===== src/rtl/axi_lite_master.sv =====
// AXI4-Lite initiator: one outstanding single-beat command -> AW/W+B or AR+R, response held until rsp_ready.
// Accept-to-VALID 1 cycle; cmd_ready only in IDLE. Optional watchdog under AXI_LITE_MASTER_TIMEOUT_EN.
module axi_lite_master #(
   parameter int REG_WIDTH      = 32,
   parameter int ADDR_WIDTH     = 32,
   parameter int TIMEOUT_CYCLES = 256
) (
   input  logic                    ACLK,
   input  logic                    ARESET,
   input  logic                    cmd_valid,
   output logic                    cmd_ready,
   input  logic                    cmd_write,
   input  logic [ADDR_WIDTH-1:0]   cmd_addr,
   input  logic [REG_WIDTH-1:0]    cmd_wdata,
   input  logic [REG_WIDTH/8-1:0]  cmd_wstrb,
   output logic                    rsp_valid,
   input  logic                    rsp_ready,
   output logic                    rsp_write,
   output logic [REG_WIDTH-1:0]    rsp_rdata,
   output logic [1:0]              rsp_resp,
`ifdef AXI_LITE_MASTER_TIMEOUT_EN
   output logic                    timeout_o,
`endif
   output logic [ADDR_WIDTH-1:0]   AWADDR,
   output logic                    AWVALID,
   input  logic                    AWREADY,
   output logic [REG_WIDTH-1:0]    WDATA,
   output logic [REG_WIDTH/8-1:0]  WSTRB,
   output logic                    WVALID,
   input  logic                    WREADY,
   input  logic                    BVALID,
   output logic                    BREADY,
   input  logic [1:0]              BRESP,
   output logic [ADDR_WIDTH-1:0]   ARADDR,
   output logic                    ARVALID,
   input  logic                    ARREADY,
   input  logic [REG_WIDTH-1:0]    RDATA,
   input  logic                    RVALID,
   output logic                    RREADY,
   input  logic [1:0]              RRESP
);

   localparam int STRB_W = REG_WIDTH / 8;

   if (((REG_WIDTH % 8) != 0) || (TIMEOUT_CYCLES < 2)) begin : g_param_check
      $error("axi_lite_master: REG_WIDTH must be a multiple of 8 and TIMEOUT_CYCLES >= 2");
   end

   typedef enum logic [2:0] {
      S_IDLE,
      S_WR_REQ,
      S_WR_RESP,
      S_RD_REQ,
      S_RD_DATA,
      S_RSP
   } state_t;

   state_t                  state;
   state_t                  state_nxt;

   logic [ADDR_WIDTH-1:0]   addr_q;
   logic [REG_WIDTH-1:0]    wdata_q;
   logic [STRB_W-1:0]       wstrb_q;
   logic                    aw_done;
   logic                    w_done;
   logic                    rsp_write_q;
   logic [REG_WIDTH-1:0]    rsp_rdata_q;
   logic [1:0]              rsp_resp_q;

   logic                    cmd_fire;
   logic                    aw_fire;
   logic                    w_fire;
   logic                    b_fire;
   logic                    ar_fire;
   logic                    r_fire;
   logic                    tmo;

   // All VALID/READY outputs decode from registered state only, never from slave READY.
   assign cmd_ready = (state == S_IDLE) && !ARESET;
   assign AWVALID   = (state == S_WR_REQ) && !aw_done;
   assign WVALID    = (state == S_WR_REQ) && !w_done;
   assign BREADY    = (state == S_WR_RESP);
   assign ARVALID   = (state == S_RD_REQ);
   assign RREADY    = (state == S_RD_DATA);
   assign rsp_valid = (state == S_RSP);

   assign AWADDR    = addr_q;
   assign ARADDR    = addr_q;
   assign WDATA     = wdata_q;
   assign WSTRB     = wstrb_q;
   assign rsp_write = rsp_write_q;
   assign rsp_rdata = rsp_rdata_q;
   assign rsp_resp  = rsp_resp_q;

   assign cmd_fire  = cmd_valid && cmd_ready;
   assign aw_fire   = AWVALID && AWREADY;
   assign w_fire    = WVALID && WREADY;
   assign b_fire    = BVALID && BREADY;
   assign ar_fire   = ARVALID && ARREADY;
   assign r_fire    = RVALID && RREADY;

`ifdef AXI_LITE_MASTER_TIMEOUT_EN
   localparam int TW = $clog2(TIMEOUT_CYCLES + 1);

   logic [TW-1:0] tmo_cnt;
   logic          waiting;
   logic          progress;

   assign waiting   = (state == S_WR_REQ) || (state == S_WR_RESP) ||
                      (state == S_RD_REQ) || (state == S_RD_DATA);
   assign progress  = aw_fire || w_fire || b_fire || ar_fire || r_fire;
   assign tmo       = waiting && !progress && (tmo_cnt == TW'(TIMEOUT_CYCLES - 1));
   assign timeout_o = tmo;

   // Counts cycles spent waiting on the slave since the last handshake.
   always_ff @(posedge ACLK) begin
      if (ARESET) begin
         tmo_cnt <= '0;
      end else if (cmd_fire || progress || !waiting) begin
         tmo_cnt <= '0;
      end else begin
         tmo_cnt <= tmo_cnt + 1'b1;
      end
   end
`else
   assign tmo = 1'b0;
`endif

   always_comb begin
      state_nxt = state;
      case (state)
         S_IDLE: begin
            if (cmd_fire) begin
               state_nxt = cmd_write ? S_WR_REQ : S_RD_REQ;
            end
         end
         S_WR_REQ: begin
            if (tmo) begin
               state_nxt = S_RSP;
            end else if ((aw_done || aw_fire) && (w_done || w_fire)) begin
               state_nxt = S_WR_RESP;
            end
         end
         S_WR_RESP: begin
            if (tmo || b_fire) begin
               state_nxt = S_RSP;
            end
         end
         S_RD_REQ: begin
            if (tmo) begin
               state_nxt = S_RSP;
            end else if (ar_fire) begin
               state_nxt = S_RD_DATA;
            end
         end
         S_RD_DATA: begin
            if (tmo || r_fire) begin
               state_nxt = S_RSP;
            end
         end
         S_RSP: begin
            if (rsp_ready) begin
               state_nxt = S_IDLE;
            end
         end
         default: state_nxt = S_IDLE;
      endcase
   end

   always_ff @(posedge ACLK) begin
      if (ARESET) begin
         state       <= S_IDLE;
         addr_q      <= '0;
         wdata_q     <= '0;
         wstrb_q     <= '0;
         aw_done     <= 1'b0;
         w_done      <= 1'b0;
         rsp_write_q <= 1'b0;
         rsp_rdata_q <= '0;
         rsp_resp_q  <= 2'b00;
      end else begin
         state <= state_nxt;
         if (cmd_fire) begin
            addr_q      <= cmd_addr;
            wdata_q     <= cmd_write ? cmd_wdata : '0;
            wstrb_q     <= cmd_write ? cmd_wstrb : '0;
            aw_done     <= 1'b0;
            w_done      <= 1'b0;
            rsp_write_q <= cmd_write;
            rsp_rdata_q <= '0;
            rsp_resp_q  <= 2'b00;
         end
         if (aw_fire) begin
            aw_done <= 1'b1;
         end
         if (w_fire) begin
            w_done <= 1'b1;
         end
         if (b_fire) begin
            rsp_resp_q <= BRESP;
         end
         if (r_fire) begin
            rsp_rdata_q <= RDATA;
            rsp_resp_q  <= RRESP;
         end
         // A watchdog expiry reports SLVERR with no data.
         if (tmo) begin
            rsp_rdata_q <= '0;
            rsp_resp_q  <= 2'b10;
         end
      end
   end

endmodule

===== config.mk =====
export PLATFORM = sky130hd
export DESIGN_NAME = axi_lite_master
export DESIGN_NICKNAME = d
export VERILOG_FILES = /design/src/rtl/axi_lite_master.sv
export SDC_FILE = /design/constraint.sdc
export NUM_CORES = 1
export LEC_CHECK = 0
export ABC_AREA = 1
export CAP_MARGIN = 10
export CELL_PAD_IN_SITES_DETAIL_PLACEMENT = 0
export CELL_PAD_IN_SITES_GLOBAL_PLACEMENT = 1
export CORE_MARGIN = 10
export CORE_UTILIZATION = 43
export CTS_CLUSTER_SIZE = 10
export DETAILED_ROUTE_END_ITERATION = 12
export DONT_BUFFER_PORTS = 1
export MAX_ROUTING_LAYER = met4
export PLACE_DENSITY = 0.82
export SYNTH_ARGS = -nofsm -noshare
export SYNTH_HDL_FRONTEND = slang
export SYNTH_SLANG_ARGS = --single-unit

===== constraint.sdc =====
create_clock -name ACLK -period 2.5 [get_ports ACLK]
set_input_delay 0.125 -clock ACLK [delete_from_list [all_inputs] [get_ports ACLK]]
set_output_delay 0.125 -clock ACLK [all_outputs]
set_load 0.01 [all_outputs]

==> metrics.csv <==
metric,value,unit
vias in the first global route,3940,
Clock Latency Late Sink,0.36,ns
GRT Total Usage,19.0,%
Final Setup Violations,0,
synth top area cells,"dfxtp_1 51%, nand2_1 20%, a21oi_1 8.9%, buf_4 5.9%, nand3_1 4.9%",
FMAX,442,MHz
Syn Nets,674,
static leakage,0.00211,uW
Final Critical Period,2.26,ns
Ports,256,
synthesized area,4220,um^2
# DRC,0,
CTS max path bufs,2,
Antenna Violating Nets Remaining,0,
initial core utilization,43.6,%
Critical Path Most Common Cell,buf_4,
PortBufs,0,
DR vias,3758,
synth warn,0,
Worst Setup Start Kind,flop,
number of diodes,0,
TNS Setup,0,ns
Syn Area/Cell,7.54,um^2
row count,36,
die area,14200,um^2
Synth Flop Type,dfxtp_1,
crit-path max cell delay,0.56,ns
Overflow after GRT,0,
CORE AREA,9680,um^2
CP max stage cell,dlygate4sd3_1,
Synth top area share,51.2,%
WP data required,2.81,ns
Resize count post-CTS,0,
WP data arrival,2.57,ns
Post-synth ARST share,0,%
Critical Path Fanout Max,45,
max_cap viols,0,
Mapped Cells,560,
final worst path period share,90.4,%
share of the yosys chip area belonging to registers,51.2,%
Root Driver,clkbuf_8,
Util after Layout,54.5,%
CTS H-tree depth,3,
Clock Sinks,108,
DR vias/cell,4.95,
Synth cell types,19,
CTS Buf Count,9,
Min-Delay Path Class,in2reg,
most common cell in the synthesized netlist,nand2_1,
first-pass GRT wire length,21200,um
pins over their slew limit,0,
"Clk pin slew, worst setup/hold paths",0.10,ns
critical path endpoint category,flop,
CTS tree,built,
Pre-antenna DRT Iters,4,
GP Congestion,0.751,
average wire per standard cell,17.9,um
HPWL Detailed,9100,um
maximum vdd drop,347,uV
outcome,completed,
drt total wl,13600,um
Final nets,735,
Die X,119,um
pwr/cell area,767,nW/um^2
chip height,119,um
"FF+latch count, synth",108,
Iter 0 DRT Violations,199,
top cell type by total area after synthesis,dfxtp_1,
area growth from synthesis to layout,25.0,%
"EDFF count, synth",0,
initial antenna violation count,0,
critical path class,reg2reg,
Least-Margin Pin Slew,0.480,ns
Setup Skew,0.00693,ns
# fillers,895,
CP cell instances,inv_2 > nand4_1 > buf_4 > buf_4 > nand2_1 > a21oi_1 > dlygate4sd3_1,
pin count of the biggest net entering global routing,74,
Post-synth top cells,"225 x nand2_1, 108 x dfxtp_1, 75 x a21oi_1",
final hold viol count,0,
share of layout cells above drive strength 1,5.11,%
RSZ-0062 raised after global routing,false,
max_slew headroom,68.0,%
-- cells in the final DEF, fill, tap and decap left out, drive strengths merged --
| cell | count |
|---|---|
| nand2 | 225 |
| dfxtp | 108 |
| dlygate4sd3 | 105 |
| a21oi | 75 |
| nand3 | 41 |
| nor2 | 21 |
| inv | 19 |
| clkbuf | 12 |
| buf | 9 |
| o21ai | 3 |
| clkinv | 3 |
| nand4 | 2 |
| o21bai | 1 |
| or2 | 1 |
| clkinvlp | 1 |
-- final cells by class --
type / count / area, um^2 / share of cell area (%)
clock buffers: 12 / 135 / 2.56
clock inverters: 4 / 26.3 / 0.498
inverters: 19 / 71.3 / 1.35
multi-input cells: 369 / 1580 / 29.9
flip-flops and latches: 108 / 2160 / 41.0
well taps: 133 / 166 / 3.15
repair buffers: 114 / 1140 / 21.6
-- per-layer routing --
metal	routed length, um	part of all wire, %	vias up	track usage (%)
li1	-	-	1855	-
met1	5070	37	1700	19.6
met2	6860	51	174	31.7
met3	1220	9.0	29	7.46
met4	421	3.1	0	7.94
met5	0	0	-	-
-- critical path: cells and delay by family (launching register included) --
family | cells | cell delay (ns)
flops | 1 | 0.47
simple gates | 2 | 0.28
compound gates | 1 | 0.16
buf+inv | 4 | 1.29
-- per-stage QoR --
| stage | instance area (um^2) | setup WS, ns | hold WS, ns | total power (uW) | instances |
|---|---|---|---|---|---|
| 2_1_floorplan | 4220 | 1.14 | 0.236 | 2970 | 560 |
| 3_3_place_gp | 4040 | 0.861 | 0.201 | 2980 | 637 |
| 3_5_place_dp | 4040 | 0.749 | 0.204 | 3010 | 637 |
| 4_1_cts | 5280 | 0.242 | 0.0303 | 4100 | 759 |
| 5_1_grt | 5280 | 0.0226 | 0.0659 | 4310 | 759 |
| 6_report | 5280 | 0.239 | 0.0399 | 4050 | 759 |
-- flip-flops by register name (all words and copies together), names as in the netlist --
signal     flops
rsp_write      1
ARADDR        32
rsp_resp       2
w_done         1
aw_done        1
WSTRB          4
WDATA         32
state          3
rsp_rdata     32
-- path summary, 6_finish.rpt --
kind | startpoint | endpoint | slack (ns) | depth (start not counted)
worst max-delay path | state[2]$_SDFFE_PP0P_ | WDATA[14]$_SDFFE_PP0P_ | 0.24 | 7
worst min-delay path | WREADY | w_done$_SDFFE_PP0P_ | 0.04 | 4
worst max register to register | state[2]$_SDFFE_PP0P_ | WDATA[14]$_SDFFE_PP0P_ | 0.24 | 7
worst min register to register | aw_done$_SDFFE_PP0P_ | aw_done$_SDFFE_PP0P_ | 0.48 | 2
-- cells by family (layout without fill, tap and decap cells) --
family          after synthesis  in the layout  synth area share (%)
compound gates               79             79                  9.42
buf+inv                      83            149                  11.4
flops                       108            108                  51.2
simple gates                290            290                  28.0
-- power by group --
group	switching, uW	internal, uW	total, uW
Combinational	529	334	863
Sequential	344	1920	2260
Clock	561	363	924
Total	1430	2610	4050
-- timing repair --
item                                   4_1_cts  5_1_grt
endpoints found under the hold margin      105        0
buffers inserted                             0        0
hold buffers                               106        0
Power figures use the tool's default switching activity.
